File: config.mk
export PLATFORM = sky130hd
export DESIGN_NAME = dcache_wb_buffer
export DESIGN_NICKNAME = d
export VERILOG_FILES = /design/src/rtl/dcache_pkg.sv /design/src/rtl/dcache_wb_buffer.sv
export SDC_FILE = /design/constraint.sdc
export NUM_CORES = 1
export LEC_CHECK = 0
export ABC_CLOCK_PERIOD_IN_PS = 3490
export BUFFER_PORTS_ARGS = -buffer_cell sky130_fd_sc_hd__clkbuf_2
export CORE_MARGIN = 1.5
export CORE_UTILIZATION = 53
export DETAILED_ROUTE_END_ITERATION = 6
export GPL_TIMING_DRIVEN = 0
export PLACE_DENSITY = 0.86
export SYNTH_ARGS = -nofsm -noshare
export SYNTH_HDL_FRONTEND = slang
export SYNTH_SLANG_ARGS = --single-unit
File: constraint.sdc
create_clock -name clk -period 3.49 [get_ports clk]
set_input_delay 0.349 -clock clk [delete_from_list [all_inputs] [get_ports clk]]
set_output_delay 0.349 -clock clk [all_outputs]
set_load 0.005 [all_outputs]
File: src/rtl/dcache_pkg.sv
// Shared dcache definitions: write-back buffer FSM states and AXI encodings.
package dcache_pkg;

  typedef enum logic [1:0] {
    WB_IDLE = 2'd0,
    WB_AW   = 2'd1,
    WB_W    = 2'd2,
    WB_B    = 2'd3
  } wb_state_t;

  localparam logic [1:0] AXI_BURST_FIXED = 2'b00;
  localparam logic [1:0] AXI_BURST_INCR  = 2'b01;
  localparam logic [1:0] AXI_RESP_OKAY   = 2'b00;
  localparam logic [2:0] AXI_SIZE_4B     = 3'b010;

endpackage

File: src/rtl/dcache_wb_buffer.sv
// Victim / uncached-store buffer between the dcache write-back controller and
// the AXI write channels. Latches one dirty line or one uncached word in a
// single handshake, then issues AW, streams W beats and waits for B.
// Optional macro WB_BRESP_CHECK_EN adds d_bresp and a wb_err pulse.
//
// Handshakes: a transfer happens on a rising edge where valid && ready are
// both high; valid is never withdrawn and its payload never changes until
// that edge; ready may be asserted independently of valid.
module dcache_wb_buffer
  import dcache_pkg::*;
#(
  parameter int ADDR_W     = 32,
  parameter int DATA_W     = 32,
  parameter int LINE_WORDS = 4,
  parameter int AXI_ID     = 0
) (
  input  logic                         clk,
  input  logic                         rstn,
  input  logic                         wb_valid,
  output logic                         wb_ready,
  input  logic [ADDR_W-1:0]            wb_addr,
  input  logic [LINE_WORDS*DATA_W-1:0] wb_data,
  input  logic [DATA_W/8-1:0]          wb_strb,
  input  logic                         wb_uncache,
  output logic                         wb_busy,
  output logic [ADDR_W-1:0]            wb_busy_addr,
  output logic                         wb_done,
  output logic                         d_awvalid,
  input  logic                         d_awready,
  output logic [ADDR_W-1:0]            d_awaddr,
  output logic [7:0]                   d_awlen,
  output logic [2:0]                   d_awsize,
  output logic [1:0]                   d_awburst,
  output logic [3:0]                   d_awid,
  output logic                         d_wvalid,
  input  logic                         d_wready,
  output logic [DATA_W-1:0]            d_wdata,
  output logic [DATA_W/8-1:0]          d_wstrb,
  output logic                         d_wlast,
  input  logic                         d_bvalid,
  output logic                         d_bready,
`ifdef WB_BRESP_CHECK_EN
  input  logic [1:0]                   d_bresp,
  output logic                         wb_err,
`endif
  output logic [1:0]                   fsm_state
);

  localparam int STRB_W    = DATA_W / 8;
  localparam int BEAT_W    = $clog2(LINE_WORDS);
  localparam int OFF_W     = $clog2(LINE_WORDS * DATA_W / 8);
  localparam int SIZE_LOG2 = $clog2(STRB_W);

  localparam logic [ADDR_W-1:0] LINE_MASK = {{(ADDR_W-OFF_W){1'b1}}, {OFF_W{1'b0}}};
  localparam logic [BEAT_W-1:0] LAST_BEAT = BEAT_W'(LINE_WORDS - 1);

  wb_state_t                            state;
  logic      [BEAT_W-1:0]               beat;
  logic      [LINE_WORDS-1:0][DATA_W-1:0] line_q;
  logic      [ADDR_W-1:0]               addr_q;
  logic      [STRB_W-1:0]               strb_q;
  logic                                 unc_q;
  logic                                 done_q;
  logic                                 last_beat;
  logic                                 accept;
`ifdef WB_BRESP_CHECK_EN
  logic                                 err_q;
`endif

  // Accept only in IDLE, and not in the cycle that reports completion, so a
  // waiting requester is taken exactly one cycle after wb_done.
  assign wb_ready  = (state == WB_IDLE) && !done_q;
  assign accept    = wb_valid && wb_ready;
  assign last_beat = (beat == (unc_q ? '0 : LAST_BEAT));

  // Sequencer: latch request, then AW -> W beats -> B, all registered state.
  always_ff @(posedge clk or negedge rstn) begin
    if (!rstn) begin
      state  <= WB_IDLE;
      beat   <= '0;
      line_q <= '0;
      addr_q <= '0;
      strb_q <= '0;
      unc_q  <= 1'b0;
      done_q <= 1'b0;
`ifdef WB_BRESP_CHECK_EN
      err_q  <= 1'b0;
`endif
    end else begin
      done_q <= 1'b0;
`ifdef WB_BRESP_CHECK_EN
      err_q  <= 1'b0;
`endif
      case (state)
        WB_IDLE: begin
          if (accept) begin
            // Cached victims are always whole lines: force line alignment.
            addr_q <= wb_uncache ? wb_addr : (wb_addr & LINE_MASK);
            line_q <= wb_data;
            strb_q <= wb_strb;
            unc_q  <= wb_uncache;
            state  <= WB_AW;
          end
        end
        WB_AW: begin
          if (d_awready) begin
            beat  <= '0;
            state <= WB_W;
          end
        end
        WB_W: begin
          if (d_wready) begin
            if (last_beat) state <= WB_B;
            else           beat  <= beat + 1'b1;
          end
        end
        WB_B: begin
          if (d_bvalid) begin
            state  <= WB_IDLE;
            done_q <= 1'b1;
`ifdef WB_BRESP_CHECK_EN
            err_q  <= (d_bresp != AXI_RESP_OKAY);
`endif
          end
        end
        default: state <= WB_IDLE;
      endcase
    end
  end

  // Moore outputs: decoded purely from registers, no input-to-output path.
  assign wb_busy      = (state != WB_IDLE);
  assign wb_busy_addr = addr_q;
  assign wb_done      = done_q;
  assign d_awvalid    = (state == WB_AW);
  assign d_awaddr     = addr_q;
  assign d_awlen      = !wb_busy ? 8'd0 : (unc_q ? 8'd0 : 8'(LINE_WORDS - 1));
  assign d_awsize     = wb_busy ? 3'(SIZE_LOG2) : 3'd0;
  assign d_awburst    = !wb_busy ? 2'b00 : (unc_q ? AXI_BURST_FIXED : AXI_BURST_INCR);
  assign d_awid       = 4'(AXI_ID);
  assign d_wvalid     = (state == WB_W);
  assign d_wdata      = line_q[beat];
  assign d_wstrb      = !wb_busy ? '0 : (unc_q ? strb_q : {STRB_W{1'b1}});
  assign d_wlast      = (state == WB_W) && last_beat;
  assign d_bready     = (state == WB_B);
  assign fsm_state    = state;
`ifdef WB_BRESP_CHECK_EN
  assign wb_err       = err_q;
`endif

endmodule

## Word level (Yosys, flattened, before mapping)

Index checks and enable logic that the tools add are counted.

| word-level totals | value |
|---|---|
| register bits after elaboration | 170 |
| bits of input ports | 171 |
| word-level logic and storage cells | 55 |
| output and inout bits | 126 |

| cells by class | value |
|---|---|
| multiplexer cells | 23 |
| $lt $le $gt $ge | 1 |
| reduce and logical (&&, ||, !) cells | 10 |
| equality and inequality tests | 10 |
| add/sub/neg operators | 1 |

Operators by type and width:

| operator | count |
|---|---|
| 32-bit binary-select mux with 2-bit select | 1 |
| 32-bit 2-to-1 mux | 1 |
| 2-bit 2-to-1 mux | 12 |
| 4-bit 2-to-1 mux | 3 |
| 2-bit one-hot mux with 4 select lines | 1 |
| 2-bit by 1-bit inequality test with 1-bit output, second input constant | 3 |
| 2-bit inequality test, second input constant | 3 |
| 5-bit AND reduction | 1 |
| 2-bit == test, second input constant | 2 |
| 1-bit 2-to-1 mux | 4 |
| 2-bit one-hot mux with 2 select lines | 1 |
| 4-bit AND reduction | 1 |
| 2-bit nonzero test | 2 |
| 1-bit logical AND | 3 |
| 2-bit by 3-bit less-than comparator with 1-bit output, second input constant | 1 |
| 2-bit by 1-bit adder with 2-bit output, second input constant | 1 |
| 2-bit by 1-bit == test with 1-bit output, second input constant | 1 |
| 2-bit == test | 1 |
| 2-bit zero test | 1 |
| 2-bit AND reduction | 1 |
| 1-bit zero test | 1 |

## Longest topological paths before layout

Gate-level depths: netlist (run 1).

| depth | value |
|---|---|
| depth in word-level cells | 5 |
| mapped depth | 8 |
| mapped depth without buffers | 6 |

## Worst setup path before layout (run 1)

OpenSTA, ideal clock, no wires.

| timing path | value |
|---|---|
| kind | reg-to-reg |
| start point | register state[0], in the netlist fsm_state[0] |
| end point | register state[1], in the netlist fsm_state[1] |
| path buffers | 0 |
| data arrival time | 1.759 ns |
| library setup time | 0.125 ns |
| required time | 3.365 ns |
| setup slack | 1.606 ns |
| cell stages (with the launch flop) | 7 |
| clock period less this slack | 1.884 ns |
| path through | dfrtp_1 inv_1 ha_1 inv_1 a2bb2oi_1 o2111a_1 mux2_2 |

| on the way | value |
|---|---|
| elaborated cells between the ends (all ways) | 13 |
| those cells by class | 8 x eq/ne; 1 x mux; 4 x reduce/logical |

RTL lines:

| what | line | RTL |
|---|---|---|
| start, declared | dcache_wb_buffer.sv:57 | `wb_state_t state;` |
| start signal, assigned | dcache_wb_buffer.sv:79 | `state <= WB_IDLE;` |
| start signal, assigned | dcache_wb_buffer.sv:102 | `state <= WB_AW;` |
| start signal, assigned | dcache_wb_buffer.sv:108 | `state <= WB_W;` |
| 2-bit == test (*) | -- |  |
| named net d_wvalid | dcache_wb_buffer.sv:35 | `output logic d_wvalid,` |
| 2-bit by 1-bit inequality test with 1-bit output (no source line) | -- |  |
| 5-bit AND reduction (no source line) | -- |  |

Mark *: on every way through the listed nets, which the timed path passes. The rest lies on a longest branch.
A chain may end at the register's enable or synchronous reset.

## Worst setup path after layout (run 1)

| timing path | value |
|---|---|
| start point | register beat[0] |
| end point | output port d_wdata[11] |

| on the way | value |
|---|---|
| longest elaborated chain between the ends | 2 |

Ends and longest elaborated chain:

| what | line | RTL |
|---|---|---|
| start, declared | dcache_wb_buffer.sv:58 | `logic [BEAT_W-1:0] beat;` |
| start signal, assigned | dcache_wb_buffer.sv:114 | `else beat <= beat + 1'b1;` |
| 32-bit binary-select mux with 2-bit select | dcache_wb_buffer.sv:142 | `assign d_wdata = line_q[beat];` |
| 32-bit 2-to-1 mux (not written as such) | dcache_wb_buffer.sv:142 |  |
| end, declared | dcache_wb_buffer.sv:37 | `output logic [DATA_W-1:0] d_wdata,` |

No other way between the ends. The select of a mux whose other input is x is not followed.

==> impl_metrics.env, run 1 <==
export IMPL_outcome="completed"
export IMPL_grt_pass1_wl_um=28100
export IMPL_ant_nets=0
export IMPL_gr_total_overflow=0
export IMPL_p_per_area_mw_per_mm2=936
export IMPL_syn_mean_instance_area_um2=15.6
export IMPL_place_ws_ns=1.31
export IMPL_ir_worst_vdd_mv=0.528
export IMPL_layout_common_cells="283 x clkbuf_2, 170 x dfrtp_1, 102 x mux2_1"
export IMPL_drt_iter0_drc=169
export IMPL_cp_slowest_cell="mux4_2"
export IMPL_drc=0
export IMPL_io_pin_count=297
export IMPL_rrSetupSlack_ns=1.32
export IMPL_gp_congestion=0.781
export IMPL_rsz0062_at_grt="no"
export IMPL_fmax_mhz=385
export IMPL_numCtsBuffers=17
export IMPL_yosys_area_top_type="dfrtp_1"
export IMPL_critPathLaunchType="register"
export IMPL_cts_max_level=4
export IMPL_crit_top_cell="buf_2"
export IMPL_via_count=5194
export IMPL_syn_to_final_growth_pct=30.7
export IMPL_slew_viol_final=0
export IMPL_drive_above_1_share_pct=58.4
export IMPL_yosysUniqueCellTypes=31
export IMPL_postSynthCellCount=494
export IMPL_crit_family="buffers and inverters"
export IMPL_core_mm2=0.0140
export IMPL_clock_sinks=170
export IMPL_ys_ff_latch=170
export IMPL_root_buffer="clkbuf_16"
export IMPL_rows=43
export IMPL_grt_antenna_before_repair=0
export IMPL_num_antenna_cells=0
export IMPL_hp_class="in -> reg"
export IMPL_nNetsFinal=986
export IMPL_maxCapViolCount=0
export IMPL_cts_tree="yes"
export IMPL_grt_pass1_vias=5642
export IMPL_wl_um=18400
export IMPL_clkLatencyLatePin_ns=0.42
export IMPL_initial_core_util_pct=54.8
export IMPL_nFillCells=947
export IMPL_die_y_um=124
export IMPL_wl_per_cell_um=18.4
export IMPL_fin_crit_ns=2.59
export IMPL_die_x_um=124
export IMPL_slew_headroom_pct=52.1
export IMPL_crit_type="reg -> out"
export IMPL_synth_seq_area_share_pct=55.2
export IMPL_crit_path_cell_trace="buf_2 -> buf_2 -> mux4_2 -> clkbuf_2"
export IMPL_first_pass_iters=4
export IMPL_worst_pin_slew_ns=0.719
export IMPL_clockBufferDepth=2
export IMPL_cts_clk_slew_worst_paths_ns=0.06
export IMPL_grt_max_degree=97
export IMPL_dp_hpwl_um=13900
export IMPL_synth_warnings=0
export IMPL_critPathRequiredTime_ns=3.14
export IMPL_crit_buf_inv=3
export IMPL_leakagePower_nw=4.99
export IMPL_setup_violations=0
export IMPL_track_usage_pct=25.0
export IMPL_holdWs_ns=0.135
export IMPL_min_period_over_period_pct=74.3
export IMPL_die_area_mm2=0.0153
export IMPL_io_buffers=283
export IMPL_critPathMaxFanout=10
export IMPL_netlist_area_mm2=0.00770
export IMPL_cp_end_kind="output port"
export IMPL_finClkSkew_ns=0.00919
export IMPL_synth_area_leaders="dfrtp_1 55%, mux2_1 15%, mux4_2 9.4%, mux2_2 8.8%, buf_4 4.9%"
export IMPL_cpPeakStageDelay_ns=0.59
export IMPL_fin_tns_setup_ns=0
export IMPL_hold_viol_final=0
export IMPL_arrival_ns=2.25
export IMPL_final_common_cell="clkbuf_2"
export IMPL_setup_slack_ns=0.896
export IMPL_via_per_inst=5.18
export IMPL_synth_top_area_share_pct=55.2
## path summary, 6_finish.rpt
| check | from | to | depth (start not counted) |
|---|---|---|---|
| max | beat[0] | d_wdata[11] | 4 |
| min | wb_data[108] | line_q[108] | 2 |
| max reg2reg | fsm_state[0] | fsm_state[1] | 6 |
| min reg2reg | line_q[92] | line_q[92] | 1 |
| max in group asynchronous | rstn | line_q[15] | 3 |
| min in group asynchronous | rstn | d_awaddr[8] | 2 |
## cells by family (layout without fill, tap and decap cells)
group	Yosys count	after routing	synth area share (%)
DFF	170	170	55.2
AOI/OAI and AO/OA	20	20	1.66
muxes	194	194	33.1
other	1	13	0.0487
buffers and inverters	85	401	7.91
and+or+nand+nor	19	19	1.27
adders and majority gates	5	5	0.812
## synthesized netlist by cell type
master	n
a21boi_0	1
a21oi_1	6
a2bb2oi_1	1
a311oi_1	1
and2_1	2
and2b_1	1
and3_1	1
buf_2	9
buf_4	50
buf_6	12
clkbuf_1	3
clkbuf_2	1
conb_1	1
dfrtp_1	170
ha_1	5
inv_1	10
mux2_1	102
mux2_2	60
mux4_2	32
nand2_1	8
nand2_2	1
nand2b_1	2
nand3_1	1
nand3b_1	1
nor2_1	1
nor2b_1	1
o2111a_1	1
o211ai_1	1
o21ai_0	7
o2bb2ai_1	1
o32a_1	1
## layout make-up
class                      count  area (um^2)  share of cell area, %
buffer                        75          572                   5.68
clock inverter                11          168                   1.67
inverter                      10         37.5                  0.373
timing repair buffer         285         1460                   14.5
multi-input combinational    251         2880                   28.6
tap                          180          225                   2.24
clock buffer                  20          467                   4.64
sequential                   170         4250                   42.3
## power by group
part	internal [W]	switching, W	total [W]	leakage, nW
Clock	0.00125	0.000757	0.00201	0.314
Sequential	0.00299	0.000562	0.00355	2.02
Combinational	0.00230	0.00157	0.00387	2.65
## state kept, by name (all words and copies together), names as in the netlist
name,cells
fsm_state,2
beat,2
unc_q,1
d_awaddr,32
wb_done,1
line_q,128
strb_q,4
## layer usage
metal / vias to the layer above / GRT usage (%) / share of wire [%]
met2: 229 / 46.3 / 55
met1: 2584 / 26.3 / 35
li1: 2345 / - / -
met3: 36 / 7.56 / 7.3
met4: 0 / 10.3 / 2.5
met5: - / 0 / 0
## stage by stage
step                      total power, W  util (%)  area [um^2]  cells
final                            0.00943      71.7        10100   1002
after global routing              0.0100      71.7        10100   1002
after CTS                        0.00954      71.7        10100   1002
after detailed placement         0.00749      67.1         9420    970
after global placement           0.00723      66.8         9390    969
after floorplan                  0.00589         -         7740    506
## repair_timing
action,4_1_cts,5_1_grt
hold buffers,1,0
resized for setup,0,0
buffers inserted,0,0
hold endpoints to repair,74,0
## worst register-to-register path: cells and delay by family (launching register included)
kind | cells | cell delay, ns
buffers and inverters | 2 | 0.25
multiplexers | 1 | 0.35
adder cells (fa/ha/maj) | 1 | 0.30
flip-flops | 1 | 0.41
AO/OA/AOI/OAI | 2 | 0.75
Note: power is estimated with default switching activity, not from simulation.
==> run 2: changes to the inputs <==
--- a/config.mk
+++ b/config.mk
@@ -5,13 +5,13 @@
 export SDC_FILE = /design/constraint.sdc
 export NUM_CORES = 1
 export LEC_CHECK = 0
-export ABC_CLOCK_PERIOD_IN_PS = 3490
+export ABC_CLOCK_PERIOD_IN_PS = 2200
 export BUFFER_PORTS_ARGS = -buffer_cell sky130_fd_sc_hd__clkbuf_2
 export CORE_MARGIN = 1.5
-export CORE_UTILIZATION = 53
+export CORE_UTILIZATION = 44
 export DETAILED_ROUTE_END_ITERATION = 6
 export GPL_TIMING_DRIVEN = 0
-export PLACE_DENSITY = 0.86
+export PLACE_DENSITY = 0.76
 export SYNTH_ARGS = -nofsm -noshare
 export SYNTH_HDL_FRONTEND = slang
 export SYNTH_SLANG_ARGS = --single-unit
==> constraint.sdc (replaced) <==
create_clock -name clk -period 2.2 [get_ports clk]
set_input_delay 0.22 -clock clk [delete_from_list [all_inputs] [get_ports clk]]
set_output_delay 0.22 -clock clk [all_outputs]
set_load 0.005 [all_outputs]
==> run 2 against run 1 <==
  * Sequential share of layout area down 0.88 points
  * Design area up 2.1%
  * Sequential power increased by 58%
  * Clock skew about the same
  * Clock-buffer cell count up 2
  * Setup slack worse by 0.77 ns
  * Utilization is 12 points lower
  * Critical path depth is the same
  * Register-to-register slack got worse by 1.1 ns
  * Wire length increased by 0.66%
==> impl_metrics.env, run 2 (synthesized netlist as in run 1, its figures left out) <==
export IMPL_outcome="completed"
export IMPL_layout_common_cells="286 x clkbuf_2, 170 x dfrtp_1, 102 x mux2_1"
export IMPL_final_common_cell="clkbuf_2"
export IMPL_crit_buf_inv=3
export IMPL_grt_pass1_wl_um=28700
export IMPL_final_util_pct=59.9
export IMPL_cp_end_kind="output port"
export IMPL_grt_pass1_vias=5453
export IMPL_p_per_area_mw_per_mm2=1420
export IMPL_endpoint="d_wdata[14]"
export IMPL_grt_max_degree=87
export IMPL_drt_iter0_drc=131
export IMPL_first_pass_iters=4
export IMPL_clock_sinks=170
export IMPL_rrSetupSlack_ns=0.18
export IMPL_fin_tns_setup_ns=0
export IMPL_path_depth=4
export IMPL_arrival_ns=1.86
export IMPL_power_w=0.0146
export IMPL_rsz0062_at_grt="no"
export IMPL_r2r_end="line_q[33]"
export IMPL_nNetsFinal=1006
export IMPL_numCtsBuffers=17
export IMPL_cts_max_level=4
export IMPL_min_period_over_period_pct=94.3
export IMPL_cts_tree="yes"
export IMPL_slew_headroom_pct=52.7
export IMPL_fin_crit_ns=2.08
export IMPL_gr_total_overflow=0
export IMPL_die_y_um=135
export IMPL_crit_path_cell_trace="buf_2 -> clkbuf_2 -> mux4_2 -> clkbuf_2"
export IMPL_root_buffer="clkbuf_16"
export IMPL_wl_per_cell_um=17.4
export IMPL_hold_viol_final=0
export IMPL_initial_core_util_pct=44.8
export IMPL_io_pin_count=297
export IMPL_critPathRequiredTime_ns=1.98
export IMPL_crit_path_start="beat[1]"
export IMPL_cp_slowest_cell="mux4_2"
export IMPL_hp_class="in -> reg"
export IMPL_track_usage_pct=20.8
export IMPL_worst_pin_slew_ns=0.710
export IMPL_reg2regPathDepth=7
export IMPL_ant_nets=0
export IMPL_die_area_mm2=0.0183
export IMPL_postCtsSetupBuffers=0
export IMPL_cpPeakStageDelay_ns=0.38
export IMPL_critPathMaxFanout=10
export IMPL_io_buffers=283
export IMPL_core_mm2=0.0172
export IMPL_dp_hpwl_um=13500
export IMPL_drive_above_1_share_pct=57.0
export IMPL_slew_viol_final=0
export IMPL_crit_family="buffers and inverters"
export IMPL_crit_top_cell="clkbuf_2"
export IMPL_critPathLaunchType="register"
export IMPL_gp_congestion=0.739
export IMPL_clockBufferDepth=2
export IMPL_clkLatencyLatePin_ns=0.41
export IMPL_r2r_start="fsm_state[0]"
export IMPL_setup_violations=0
export IMPL_leakagePower_nw=5.04
export IMPL_via_count=5212
export IMPL_fmax_mhz=482
export IMPL_rows=48
export IMPL_ir_worst_vdd_mv=0.604
export IMPL_syn_to_final_growth_pct=33.5
export IMPL_cts_clk_slew_worst_paths_ns=0.06
export IMPL_maxCapViolCount=0
export IMPL_finClkSkew_ns=0.00962
export IMPL_wl_um=18500
export IMPL_grt_antenna_before_repair=1
export IMPL_drc=0
export IMPL_crit_type="reg -> out"
export IMPL_min_from="wb_addr[21]"
export IMPL_die_x_um=135
export IMPL_via_per_inst=4.88
export IMPL_largest_reg_flops=128
export IMPL_top_register="line_q"
export IMPL_nFillCells=1365
==> run 2: worst min path at each step <==
stage	to	cells after the start
3_5_place_dp	d_awaddr[5]	1
2_1_floorplan	beat[0]	0
5_1_grt	line_q[65]	2
4_1_cts	line_q[104]	2
6_report	d_awaddr[21]	2
3_3_place_gp	line_q[79]	2
==> run 2: layout make-up <==
class	count	area (um^2)	area share [%]
Antenna cell	1	2.50	0.0243
Buffer	75	606	5.89
Clock buffer	22	444	4.32
Clock inverter	8	98.8	0.961
Inverter	10	37.5	0.365
Multi-Input combinational cell	251	2900	28.2
Sequential cell	170	4250	41.4
Tap cell	225	282	2.74
Timing Repair Buffer	305	1660	16.2
==> run 2: per-layer routing <==
metal,vias up,GRT usage [%],part of all wire (%)
met2,196,36.1,52
met3,21,6.47,7.0
met5,-,0,0
met4,0,6.21,1.3
li1,2378,-,-
met1,2617,24.8,40
==> run 2: worst register-to-register path, delay by kind of cell (launching register included) <==
kind / cells / cell delay (ns)
mux: 1 / 0.35
fa+ha+maj: 1 / 0.26
simple gates: 2 / 0.36
buf+inv: 3 / 0.51
flops: 1 / 0.43
==> run 2: what timing repair did <==
item / 4_1_cts / 5_1_grt
hold endpoints to repair: 103 / 1
hold buffers: 20 / 1
endpoints found under the setup margin: 67 / 146
resized for setup: 9 / 6
==> run 2: per-stage QoR <==
step                      instance area (um^2)  std cells  setup WS [ns]  hold slack, ns
after floorplan                           7740        506          0.316         -0.0756
after global placement                    9440       1014          -2.28           0.430
after detailed placement                  9480       1015        -0.0166           0.317
after CTS                                10200       1065        0.00710        0.000263
after global routing                     10300       1067         0.0158         0.00155
final                                    10300       1067          0.124          0.0173
==> run 2: report_power, final <==
group          switching [W]  total (W)  internal [W]
Clock                0.00118    0.00283       0.00166
Sequential          0.000887    0.00562       0.00474
Combinational        0.00242    0.00613       0.00372
==> run 3: changes to the inputs <==
--- a/config.mk
+++ b/config.mk
@@ -5,13 +5,14 @@
 export SDC_FILE = /design/constraint.sdc
 export NUM_CORES = 1
 export LEC_CHECK = 0
-export ABC_CLOCK_PERIOD_IN_PS = 2200
+export ABC_CLOCK_PERIOD_IN_PS = 1950
 export BUFFER_PORTS_ARGS = -buffer_cell sky130_fd_sc_hd__clkbuf_2
 export CORE_MARGIN = 1.5
-export CORE_UTILIZATION = 44
+export CORE_UTILIZATION = 49
 export DETAILED_ROUTE_END_ITERATION = 6
 export GPL_TIMING_DRIVEN = 0
-export PLACE_DENSITY = 0.76
+export PLACE_DENSITY = 0.8
+export SETUP_SLACK_MARGIN = 0.4
 export SYNTH_ARGS = -nofsm -noshare
 export SYNTH_HDL_FRONTEND = slang
 export SYNTH_SLANG_ARGS = --single-unit
==> constraint.sdc (replaced) <==
create_clock -name clk -period 1.95 [get_ports clk]
set_input_delay 0.195 -clock clk [delete_from_list [all_inputs] [get_ports clk]]
set_output_delay 0.195 -clock clk [all_outputs]
set_load 0.005 [all_outputs]
==> run 3 against run 2 <==
  * The run now ends with negative hold slack, negative setup slack left
  * Wire length is 80% higher
  * Sequential power is 22% higher
  * Design area is 34% higher
  * Critical path depth is 6 higher
  * Register-to-register slack worse by 0.33 ns
  * Clock skew is 0.0058 ns higher
  * Worst hold slack worse by 0.019 ns
  * Cell count is 16% higher
  * Clock power is 26% higher
  * Via count is 35% higher
  * Non-clock buffer count is 184 higher
  * Utilization is 31 points higher
  * Critical path type is now reg -> reg
==> impl_metrics.env, run 3 (synthesized netlist as in run 1, its figures left out) <==
export IMPL_outcome="finished with violations"
export IMPL_violations="negative hold slack, negative setup slack"
export IMPL_cts_clk_slew_worst_paths_ns=0.07
export IMPL_min_period_over_period_pct=108
export IMPL_via_per_inst=5.67
export IMPL_critPathRequiredTime_ns=2.26
export IMPL_numCtsBuffers=17
export IMPL_layout_common_cells="268 x clkbuf_2, 168 x dfrtp_1, 162 x mux2_4"
export IMPL_wl_um=33300
export IMPL_crit_family="buffers and inverters"
export IMPL_worst_pin_slew_ns=0.764
export IMPL_track_usage_pct=35.2
export IMPL_cts_max_level=4
export IMPL_final_util_pct=90.5
export IMPL_cp_end_kind="register"
export IMPL_core_mm2=0.0153
export IMPL_hold_viol_final=2
export IMPL_syn_to_final_growth_pct=79.3
export IMPL_holdWs_ns=-0.00173
export IMPL_gr_total_overflow=0
export IMPL_rsz0062_at_grt="yes"
export IMPL_drc=0
export IMPL_fin_tns_setup_ns=-7.96
export IMPL_maxCapViolCount=0
export IMPL_leakagePower_nw=7.16
export IMPL_ant_nets=0
export IMPL_dp_hpwl_um=14000
export IMPL_setup_violations=122
export IMPL_gp_congestion=0.784
export IMPL_die_x_um=128
export IMPL_fmax_mhz=476
export IMPL_io_buffers=283
export IMPL_clockBufferDepth=2
export IMPL_p_per_area_mw_per_mm2=1690
export IMPL_crit_path_cell_trace="inv_4 -> ha_4 -> and2b_2 -> nand2_4 -> buf_12 -> buf_12 -> buf_16 -> buf_12 -> buf_16 -> mux2_4"
export IMPL_finClkSkew_ns=0.0154
export IMPL_cpPeakStageDelay_ns=0.44
export IMPL_wl_per_cell_um=26.9
export IMPL_root_buffer="clkbuf_16"
export IMPL_top_register="line_q"
export IMPL_crit_buf_inv=6
export IMPL_crit_top_cell="buf_12"
export IMPL_grt_pass1_vias=7394
export IMPL_cts_tree="yes"
export IMPL_drt_iter0_drc=381
export IMPL_via_count=7026
export IMPL_cp_slowest_cell="dfrtp_2"
export IMPL_grt_antenna_before_repair=1
export IMPL_place_ws_ns=-0.0359
export IMPL_nNetsFinal=1190
export IMPL_die_y_um=128
export IMPL_final_common_cell="clkbuf_2"
export IMPL_io_pin_count=297
export IMPL_fin_crit_ns=2.10
export IMPL_arrival_ns=2.42
export IMPL_hp_class="in -> reg"
export IMPL_die_area_mm2=0.0165
export IMPL_grt_max_degree=91
export IMPL_initial_core_util_pct=50.5
export IMPL_rows=45
export IMPL_critPathMaxFanout=6
export IMPL_grt_pass1_wl_um=42500
export IMPL_slew_headroom_pct=49.1
export IMPL_setup_slack_ns=-0.153
export IMPL_crit_type="reg -> reg"
export IMPL_clock_sinks=170
export IMPL_slew_viol_final=0
export IMPL_critPathLaunchType="register"
export IMPL_first_pass_iters=5
export IMPL_ir_worst_vdd_mv=0.896
export IMPL_clkLatencyLatePin_ns=0.44
export IMPL_drive_above_1_share_pct=68.1
export IMPL_largest_reg_flops=128
## run 3: changes by cell type in the layout (fill, tap and decap cells not counted), moves of 6 or more
cell           previous run  this run
buf_12                    0        32
buf_16                    1        18
buf_4                    49        60
buf_6                    14        38
buf_8                     2         8
clkbuf_2                286       268
dlygate4sd3_1            21       126
mux2_1                  102         0
mux2_2                   60         0
mux2_4                    0       162
o21ai_0                   7         0
## run 3: final cells by class
type                    count  area [um^2]
flip-flops and latches    170         4260
repair buffers            489         4100
multi-input cells         251         3700
fillers                   553         1450
plain buffers              75          836
clock buffers              20          467
well taps                 211          264
clock inverters            12          136
inverters                  10         45.0
diodes                      1         2.50
## run 3: final timing paths
path	cells after the start	from	endpoint	slack, ns
worst max-delay path	10	fsm_state[0]	line_q[123]	-0.15
worst min-delay path	2	wb_data[59]	line_q[59]	-0.002
worst max register to register	10	fsm_state[0]	line_q[123]	-0.15
worst min register to register	1	line_q[94]	line_q[94]	0.51
max in group asynchronous	3	rstn	line_q[15]	0.71
min in group asynchronous	2	rstn	d_awaddr[4]	0.37
## run 3: where the power goes
| part | internal, W | switching (W) |
|---|---|---|
| Sequential | 0.00535 | 0.00152 |
| Clock | 0.00200 | 0.00157 |
| Combinational | 0.00812 | 0.00483 |
| Total | 0.0155 | 0.00792 |
## run 3: routing by layer
layer / vias to the layer above / global-route usage (%) / share of wire (%)
met2: 509 / 64.6 / 52
li1: 2771 / - / -
met5: - / 0 / 0
met3: 197 / 7.03 / 7.0
met4: 0 / 19.6 / 7.3
met1: 3549 / 38.1 / 34
## run 3: timing repair
item                                    CTS  global route
endpoints found under the setup margin  213           215
gates cloned                             17             5
gates resized for setup                 274            80
endpoints found under the hold margin   213             1
pin swaps                                 7            13
setup buffers                            36            21
hold buffers                            125             1
## run 3: stage by stage
| stage | instance area [um^2] | std cells | power [W] |
|---|---|---|---|
| after global routing | 13800 | 1239 | 0.0242 |
| after CTS | 13200 | 1211 | 0.0208 |
| after global placement | 9450 | 1000 | 0.0130 |
| after floorplan | 7770 | 506 | 0.0106 |
| after detailed placement | 9490 | 1001 | 0.0135 |
| final | 13800 | 1239 | 0.0234 |
